`src/rtl/util_1553_manchester_rx.sv`:
```
// MIL-STD-1553 Manchester II receive decoder: sync detection, 16 data bits plus odd parity,
// one-entry AXI-stream output with sync-type / parity-error / coding-error flags.
module util_1553_manchester_rx #(
    parameter int unsigned CLOCK_SPEED = 100000000,
    parameter int unsigned BIT_RATE    = 1000000,
    parameter int unsigned SYNC_TOL    = 10
) (
    input  logic        aclk,
    input  logic        rst,
    input  logic        rx_pos,
    input  logic        rx_neg,
    output logic [15:0] m_axis_tdata,
    output logic [2:0]  m_axis_tuser,
    output logic        m_axis_tvalid,
    input  logic        m_axis_tready,
    output logic        rx_busy,
    output logic        overrun
);
    localparam int unsigned T  = CLOCK_SPEED / BIT_RATE;
    localparam int unsigned CW = $clog2(2 * T + SYNC_TOL + 2);

    localparam logic [CW-1:0] SYNC_LO  = CW'(3 * T / 2 - SYNC_TOL);
    localparam logic [CW-1:0] SYNC_HI  = CW'(3 * T / 2 + SYNC_TOL);
    localparam logic [CW-1:0] SYNC_END = CW'(3 * T / 2 - 1);
    localparam logic [CW-1:0] PH_Q1    = CW'(T / 4);
    localparam logic [CW-1:0] PH_HALF  = CW'(T / 2);
    localparam logic [CW-1:0] PH_Q3    = CW'(3 * T / 4);
    localparam logic [CW-1:0] PH_LAST  = CW'(T - 1);

    typedef enum logic [1:0] {IDLE, SYNC_B, DATA} state_t;

    state_t        state_q, state_d;
    logic          pos_m_q, pos_s_q, neg_m_q, neg_s_q;
    logic          prev_lvl_q, prev_valid_q;
    logic [CW-1:0] rc_q, rc_d;
    logic [CW-1:0] cnt_q, cnt_d;
    logic [4:0]    bi_q, bi_d;
    logic [16:0]   shreg_q, shreg_d;
    logic          s1_q, s1_d, s1_bad_q, s1_bad_d;
    logic          cerr_q, cerr_d;
    logic          cmd_q, cmd_d;
    logic [15:0]   tdata_q, tdata_d;
    logic [2:0]    tuser_q, tuser_d;
    logic          tvalid_q, tvalid_d;
    logic          overrun_q, overrun_d;
    logic          line_valid, line_lvl, transition, emit;

    assign line_valid = pos_s_q ^ neg_s_q;
    assign line_lvl   = pos_s_q;
    assign transition = line_valid & prev_valid_q & (line_lvl != prev_lvl_q);

    always_comb begin
        state_d   = state_q;
        rc_d      = '0;
        cnt_d     = cnt_q;
        bi_d      = bi_q;
        shreg_d   = shreg_q;
        s1_d      = s1_q;
        s1_bad_d  = s1_bad_q;
        cerr_d    = cerr_q;
        cmd_d     = cmd_q;
        emit      = 1'b0;
        unique case (state_q)
            IDLE: begin
                if (!line_valid) begin
                    rc_d = '0;
                end else if (rc_q == '0) begin
                    rc_d = CW'(1);
                end else if (line_lvl != prev_lvl_q) begin
                    if (rc_q >= SYNC_LO && rc_q <= SYNC_HI) begin
                        state_d = SYNC_B;
                        cnt_d   = '0;
                        cmd_d   = prev_lvl_q;
                    end else begin
                        rc_d = CW'(1);
                    end
                end else begin
                    rc_d = (rc_q == '1) ? rc_q : rc_q + 1'b1;
                end
            end
            SYNC_B: begin
                if (cnt_q < SYNC_LO && (!line_valid || line_lvl == cmd_q)) begin
                    state_d = IDLE;
                end else if (cnt_q == SYNC_END) begin
                    state_d = DATA;
                    cnt_d   = '0;
                    bi_d    = '0;
                    cerr_d  = 1'b0;
                end else begin
                    cnt_d = cnt_q + 1'b1;
                end
            end
            DATA: begin
                cnt_d = cnt_q + 1'b1;
                if (cnt_q == PH_Q1) begin
                    s1_d     = line_lvl;
                    s1_bad_d = !line_valid;
                end
                if (cnt_q == PH_Q3) begin
                    shreg_d = {shreg_q[15:0], s1_q};
                    if (!line_valid || s1_bad_q || line_lvl == s1_q) cerr_d = 1'b1;
                end
                if (transition && cnt_q > PH_Q1 && cnt_q < PH_Q3) cnt_d = PH_HALF;
                // The word is emitted on the parity bit's last phase cycle, so tvalid rises
                // the next cycle and the following sync run is measured from its true start.
                if (cnt_q == PH_LAST) begin
                    cnt_d = '0;
                    bi_d  = bi_q + 1'b1;
                    if (bi_q == 5'd16) begin
                        emit    = 1'b1;
                        state_d = IDLE;
                    end
                end
            end
            default: state_d = IDLE;
        endcase

        tvalid_d  = tvalid_q & ~m_axis_tready;
        tdata_d   = tdata_q;
        tuser_d   = tuser_q;
        overrun_d = 1'b0;
        if (emit) begin
            if (!tvalid_q || m_axis_tready) begin
                tvalid_d = 1'b1;
                tdata_d  = shreg_q[16:1];
                tuser_d  = {cerr_q, ~^shreg_q, cmd_q};
            end else begin
                overrun_d = 1'b1;
            end
        end
    end

    always_ff @(posedge aclk) begin
        if (rst) begin
            pos_m_q      <= 1'b0;
            pos_s_q      <= 1'b0;
            neg_m_q      <= 1'b0;
            neg_s_q      <= 1'b0;
            prev_lvl_q   <= 1'b0;
            prev_valid_q <= 1'b0;
            state_q      <= IDLE;
            rc_q         <= '0;
            cnt_q        <= '0;
            bi_q         <= '0;
            shreg_q      <= '0;
            s1_q         <= 1'b0;
            s1_bad_q     <= 1'b0;
            cerr_q       <= 1'b0;
            cmd_q        <= 1'b0;
            tdata_q      <= '0;
            tuser_q      <= '0;
            tvalid_q     <= 1'b0;
            overrun_q    <= 1'b0;
        end else begin
            pos_m_q      <= rx_pos;
            pos_s_q      <= pos_m_q;
            neg_m_q      <= rx_neg;
            neg_s_q      <= neg_m_q;
            prev_lvl_q   <= line_lvl;
            prev_valid_q <= line_valid;
            state_q      <= state_d;
            rc_q         <= rc_d;
            cnt_q        <= cnt_d;
            bi_q         <= bi_d;
            shreg_q      <= shreg_d;
            s1_q         <= s1_d;
            s1_bad_q     <= s1_bad_d;
            cerr_q       <= cerr_d;
            cmd_q        <= cmd_d;
            tdata_q      <= tdata_d;
            tuser_q      <= tuser_d;
            tvalid_q     <= tvalid_d;
            overrun_q    <= overrun_d;
        end
    end

    assign m_axis_tdata  = tdata_q;
    assign m_axis_tuser  = tuser_q;
    assign m_axis_tvalid = tvalid_q;
    assign rx_busy       = (state_q != IDLE);
    assign overrun       = overrun_q;
endmodule

```
`config.mk`:
```
export PLATFORM = sky130hd
export DESIGN_NAME = util_1553_manchester_rx
export DESIGN_NICKNAME = d
export VERILOG_FILES = /design/src/rtl/util_1553_manchester_rx.sv
export SDC_FILE = /design/constraint.sdc
export NUM_CORES = 1
export LEC_CHECK = 0
export BUFFER_PORTS_ARGS = -buffer_cell sky130_fd_sc_hd__buf_2
export CAP_MARGIN = 20
export CORE_MARGIN = 1.5
export CORE_UTILIZATION = 45
export DETAILED_ROUTE_END_ITERATION = 16
export GPL_TIMING_DRIVEN = 0
export PLACE_DENSITY_LB_ADDON = 0.12
export SLEW_MARGIN = 20
export SYNTH_ARGS = -nofsm -noshare
export SYNTH_HDL_FRONTEND = slang
export SYNTH_SLANG_ARGS = --single-unit
```
`constraint.sdc`:
```
create_clock -name aclk -period 3.5 [get_ports aclk]
set_input_delay 0.7 -clock aclk [delete_from_list [all_inputs] [get_ports aclk]]
set_output_delay 0.7 -clock aclk [all_outputs]
set_load 0.01 [all_outputs]
```
==> flow_metrics.py, run 1 <==
metrics = {
    "power": {
        "pwr-share-clk": 0.392,
        "cellLeakagePower_nw": 1.38,
        "seqPwrFrac": 0.482,
        "vdd_drop_max_mv": 0.184,
        "p_per_area_nw_per_um2": 443,
        "power_frac_comb": 0.126,
        "p_sw_mw": 0.472,
        "cell_internal_pwr_mw": 1.26,
        "switching_share": 0.272,
        "power_mw": 1.73,
    },
    "min_path": {
        "hold_class": "reg -> reg",
        "holdPathEnd": "neg_s_q",
        "hold_depth": 1,
        "min_from": "neg_m_q",
    },
    "timing": {
        "finalCriticalPeriod_ps": 2690,
        "holdWs_ps": 448,
        "max_freq_mhz": 371,
        "max-slew-margin-rel": 0.553,
        "fin_crit_sh": 0.769,
        "worstMarginPinSlew_ps": 671,
        "setup_violations": 0,
        "final_max_slew_viol_count": 0,
        "fin_worst_skew_ps": 12.7,
        "rsz0062_at_grt": "no",
        "worst_slack_ps": 807,
        "timing.final.hold_violations": 0,
        "setup_tns_ps": 0,
    },
    "yosys": {
        "async_flop_share": 0,
        "synth.distinct_cells": 50,
        "yosysTopAreaCell": "dfxtp_1",
        "ys_seq_elements": 71,
        "synth_area_um2": 3450,
        "synthCells": 394,
        "yosysSeqAreaShare": 0.412,
        "synth_area_leaders": "dfxtp_1 (41%), mux2i_1 (6.1%), a21oi_1 (5.1%)",
        "synth_top_area_share": 0.412,
        "yosysWarningCount": 0,
        "synth-edff-count": 0,
        "synth_nets": 410,
        "ys.flop_type": "dfxtp_1",
        "syn_avg_cell_area_um2": 8.76,
    },
    "clocking": {
        "cts_hold_buf": 0,
        "h-tree-depth": 3,
        "root_buffer": "clkbuf_8",
        "clk_pin_slew_ps": 70,
        "cts_tree": "built",
        "cts_resized": 0,
        "clock_path_buffers": 2,
        "cts_buffers": 9,
        "insertion_delay_ps": 340,
        "cts_sinks": 71,
        "postCtsSetupRepairBufs": 0,
    },
    "cells_and_area": {
        "final_cells": 534,
        "area_growth_pct": 13.3,
        "register_area_um2": 1420,
        "nNetsFinal": 447,
        "drive_gt1_frac": 0.120,
        "fillers": 691,
        "final_core_util": 0.534,
        "fin_area_um2": 3910,
        "multi_input_area_um2": 1860,
        "antenna_cells": 0,
    },
    "outcome": {
        "status": "finished, final reports clean",
    },
    "placed_design": {
        "post-place-ws_ps": 867,
        "place_inst": 519,
        "place_congestion": 0.891,
        "dpl_cell_area_um2": 3710,
        "io_buffers": 26,
        "hpwl_um": 5380,
    },
    "floorplan": {
        "die_w_um": 90.6,
        "start_util": 0.471,
        "core-area_um2": 7330,
        "dieHeight_um": 90.6,
        "row_count": 31,
        "dieArea_um2": 8210,
        "pin_count": 27,
    },
    "job": {
        "drv_cap": 0,
    },
    "critical_path": {
        "r2r-start": "state_q[0]",
        "reg2regPathDepth": 10,
        "cp_max_fo": 10,
        "ff2ff_setup_slack_ps": 810,
        "rr_endpoint": "shreg_q[3]",
        "startpoint": "state_q[0]",
        "critical_path_class": "reg -> reg",
        "crit_path_start_kind": "flop",
        "critical_path_arrival_ps": 2900,
        "crit_required_ps": 3700,
        "cp-end-kind": "flop",
    },
    "detailed_routing": {
        "detail_route.vias_per_cell": 5.42,
        "post_drt_wl_per_cell_um": 14.3,
        "drc_errors": 0,
        "drtIter0Drc": 141,
        "vias": 2895,
        "ant_nets": 0,
        "drt-pass1-iter-count": 4,
        "finalWirelength_um": 7650,
    },
    "grt": {
        "grt_pass1_vias": 2686,
        "grt_pass1_wl_um": 12900,
        "antenna_found_initial": 0,
        "grt.total_usage": 0.195,
        "grt_overflow_total": 0,
        "grt_max_degree": 13,
    },
}
-- cells in the mapped netlist, types with 2 or more instances --
cell / count
dfxtp_1: 71
nor2_1: 37
a21oi_1: 35
nand2_1: 29
nand3_1: 27
mux2i_1: 21
clkbuf_1: 19
inv_1: 18
xnor2_1: 16
ha_1: 11
nor2b_1: 9
o21ai_0: 9
nand4_1: 7
o2111ai_1: 7
a311oi_1: 6
or3_1: 6
xor2_1: 6
a211oi_1: 4
and3_1: 4
buf_2: 4
nand2b_1: 4
nor3b_1: 4
o32ai_1: 4
a31oi_1: 3
a21o_1: 2
a31o_2: 2
and3b_1: 2
buf_1: 2
nor3_1: 2
nor4_1: 2
o31ai_1: 2
-- state kept, by name, summed over array words and instances (netlist names), 2 cells and up --
signal and cells:
m_axis_tuser 3, shreg_q 17, state_q 2, rc_q 8, cnt_q 8, m_axis_tdata 16
bi_q 5
-- cells by family (layout without fill, tap and decap cells) --
logic type                 count (synthesis)  in the layout  share of synthesized area
adders and majority gates                 11             11                     0.0399
muxes                                     21             21                     0.0609
DFF                                       71             71                      0.412
xor gates and xnor gates                  23             23                     0.0623
AOI/OAI and AO/OA                         85             85                      0.174
and+or+nand+nor                          140            140                      0.203
buffers and inverters                     43             84                     0.0482
-- how the worst max path moves through the flow --
stage,to,slack [ps],cells past startpoint
after floorplan,state_q[0],1260,7
after CTS,shreg_q[3],820,10
final,shreg_q[3],810,10
after global routing,shreg_q[3],550,10
after detailed placement,shreg_q[3],870,10
after global placement,shreg_q[14],900,10
-- worst max-delay path: stages, from the launching register on --
cell      delay [ps]
dfxtp_1          350
inv_1             90
ha_1             140
clkbuf_1         280
inv_1            150
nor4_1           350
clkbuf_1         380
nand2_1          290
clkbuf_1         320
nand2_1          140
a21oi_1           70
-- power groups by stage --
stage / Sequential (mW) / Combinational (mW) / Clock, mW
floorplan: 0.850 / 0.159 / 0
detailed placement: 0.854 / 0.215 / 0
CTS: 0.835 / 0.217 / 0.694
global route: 0.838 / 0.245 / 0.726
finish: 0.835 / 0.219 / 0.680
global placement: 0.853 / 0.215 / 0
-- metal layers --
metal	vias to the layer above	routed length, µm	GRT usage
met5	-	0	0
met4	0	118	0.0767
met3	11	349	0.0328
met2	69	3310	0.291
met1	1343	3870	0.278
li1	1472	-	-
-- cell usage in the layout, fill, tap and decap left out, types with 11 or more instances in the layout --
cell type / n
a21oi_1: 35
clkbuf_1: 19
mux2i_1: 21
dfxtp_1: 71
clkbuf_8: 11
nand3_1: 27
ha_1: 11
nor2_1: 37
buf_2: 30
nand2_1: 29
xnor2_1: 16
inv_1: 18
-- cell type report --
class	count	area share
Multi-Input combinational cell	280	0.476
Sequential cell	71	0.363
Clock buffer	11	0.0387
Timing Repair Buffer	26	0.0333
Tap cell	99	0.0317
Buffer	25	0.0253
Inverter	18	0.0173
Clock inverter	4	0.0141
No activity file was read; power rests on OpenSTA's default activity.
==> run 2, diff against run 1 <==
==> constraint.sdc (replaced) <==
create_clock -name aclk -period 2.8 [get_ports aclk]
set_input_delay 0.56 -clock aclk [delete_from_list [all_inputs] [get_ports aclk]]
set_output_delay 0.56 -clock aclk [all_outputs]
set_load 0.01 [all_outputs]
==> flow_metrics.py, run 2 (same netlist as run 1, synthesis figures left out) <==
metrics = {
    "outcome": {
        "status": "finished, final reports clean",
    },
    "clocking": {
        "clock_path_buffers": 2,
        "insertion_delay_ps": 340,
        "cts_buffers": 9,
        "h-tree-depth": 3,
        "root_buffer": "clkbuf_8",
        "clk_pin_slew_ps": 70,
        "cts_sinks": 71,
        "cts_tree": "built",
    },
    "detailed_routing": {
        "detail_route.vias_per_cell": 5.42,
        "vias": 2893,
        "post_drt_wl_per_cell_um": 14.3,
        "ant_nets": 0,
        "drt-pass1-iter-count": 4,
        "drc_errors": 0,
        "finalWirelength_um": 7630,
        "drtIter0Drc": 147,
    },
    "timing": {
        "holdWs_ps": 426,
        "setup_violations": 0,
        "max_freq_mhz": 395,
        "setup_tns_ps": 0,
        "finalCriticalPeriod_ps": 2530,
        "max-slew-margin-rel": 0.553,
        "timing.final.hold_violations": 0,
        "fin_worst_skew_ps": 11.7,
        "fin_crit_sh": 0.904,
        "rsz0062_at_grt": "no",
        "final_max_slew_viol_count": 0,
        "worstMarginPinSlew_ps": 671,
    },
    "critical_path": {
        "cp-end-kind": "flop",
        "critical_path_class": "reg -> reg",
        "critPathMaxStageDelay_ps": 360,
        "critical_path_arrival_ps": 2740,
        "crit_chain": "inv_1 > ha_1 > clkbuf_1 > inv_1 > nor4_1 > clkbuf_2 > nand2_1 > clkbuf_1 > nand2_1 > a21oi_1",
        "critPathTopFamily": "buffers and inverters",
        "critical_path_buf_inv_count": 5,
        "crit_path_top_delay_cell": "nor4_1",
        "cp_max_fo": 10,
        "crit_path_start_kind": "flop",
        "crit_required_ps": 3000,
    },
    "cells_and_area": {
        "largest_register_ffs": 17,
        "antenna_cells": 0,
        "final_cells": 534,
        "drive_gt1_frac": 0.122,
        "nNetsFinal": 447,
        "max_flop_register": "shreg_q",
        "final_cell_mix": "dfxtp_1 (71), nor2_1 (37), a21oi_1 (35), buf_2 (30), nand2_1 (29)",
        "layout_commonest_cell": "dfxtp_1",
        "fillers": 691,
        "area_growth_pct": 13.4,
    },
    "grt": {
        "grt.total_usage": 0.195,
        "grt_max_degree": 13,
        "grt_overflow_total": 0,
        "antenna_found_initial": 0,
        "grt_pass1_vias": 2686,
        "grt_pass1_wl_um": 12900,
    },
    "floorplan": {
        "dieArea_um2": 8210,
        "dieHeight_um": 90.6,
        "start_util": 0.471,
        "die_w_um": 90.6,
        "pin_count": 27,
        "core-area_um2": 7330,
        "row_count": 31,
    },
    "power": {
        "cellLeakagePower_nw": 1.38,
        "p_per_area_nw_per_um2": 554,
        "vdd_drop_max_mv": 0.231,
    },
    "placed_design": {
        "place_congestion": 0.891,
        "io_buffers": 26,
        "place_inst": 519,
        "hpwl_um": 5380,
    },
    "job": {
        "drv_cap": 0,
    },
    "min_path": {
        "hold_class": "in -> reg",
    },
}
-- run 2: cell count changes in the layout (fill, tap and decap cells not counted) --
cell / previous run / this run
clkbuf_1: 19 / 18
a21boi_1: 0 / 1
a21boi_0: 1 / 0
clkbuf_2: 0 / 1
-- run 2: power breakdown --
group | switching (mW) | leakage [nW] | total (mW) | internal, mW
clock network | 0.391 | 0.102 | 0.849 | 0.458
logic | 0.181 | 0.704 | 0.274 | 0.0924
registers | 0.0167 | 0.573 | 1.04 | 1.03
-- run 2: final cells by class --
type	count	area (µm²)	share of cell area
multi-input combinational	280	1860	0.476
clock inverter	4	55.1	0.0141
tap	99	124	0.0316
inverter	18	67.6	0.0173
timing repair buffer	26	130	0.0332
sequential	71	1420	0.363
buffer	25	100	0.0256
clock buffer	11	151	0.0387
-- run 2: per-stage QoR --
step | setup slack (ps) | utilization | cell area, µm² | total power [mW]
floorplan | 557 | - | 3450 | 1.26
global placement | 203 | 0.506 | 3710 | 1.34
detailed placement | 167 | 0.506 | 3710 | 1.34
CTS | 123 | 0.534 | 3910 | 2.18
global route | 36.6 | 0.534 | 3910 | 2.26
finish | 268 | 0.534 | 3910 | 2.17
-- run 2: timing repair --
item	in CTS	in global routing
endpoints found under the setup margin	0	11
setup buffers	0	0
resized for setup	0	3
hold buffers	0	0
-- run 2: routing by layer --
layer  up-vias  track usage  part of all wire
li1       1471            -                 -
met1      1344        0.278              0.50
met2        69        0.291              0.44
met3         9       0.0328             0.048
met4         0       0.0767             0.015
met5         -            0                 0
-- run 2: worst paths after layout --
| check | start | endpoint | slack, ps | cells past startpoint |
|---|---|---|---|---|
| worst max-delay path | state_q[0] | shreg_q[3] | 270 | 10 |
| worst min-delay path | rst | prev_valid_q | 430 | 2 |
| worst max register to register | state_q[0] | shreg_q[3] | 270 | 10 |
| worst min register to register | neg_m_q | neg_s_q | 450 | 1 |
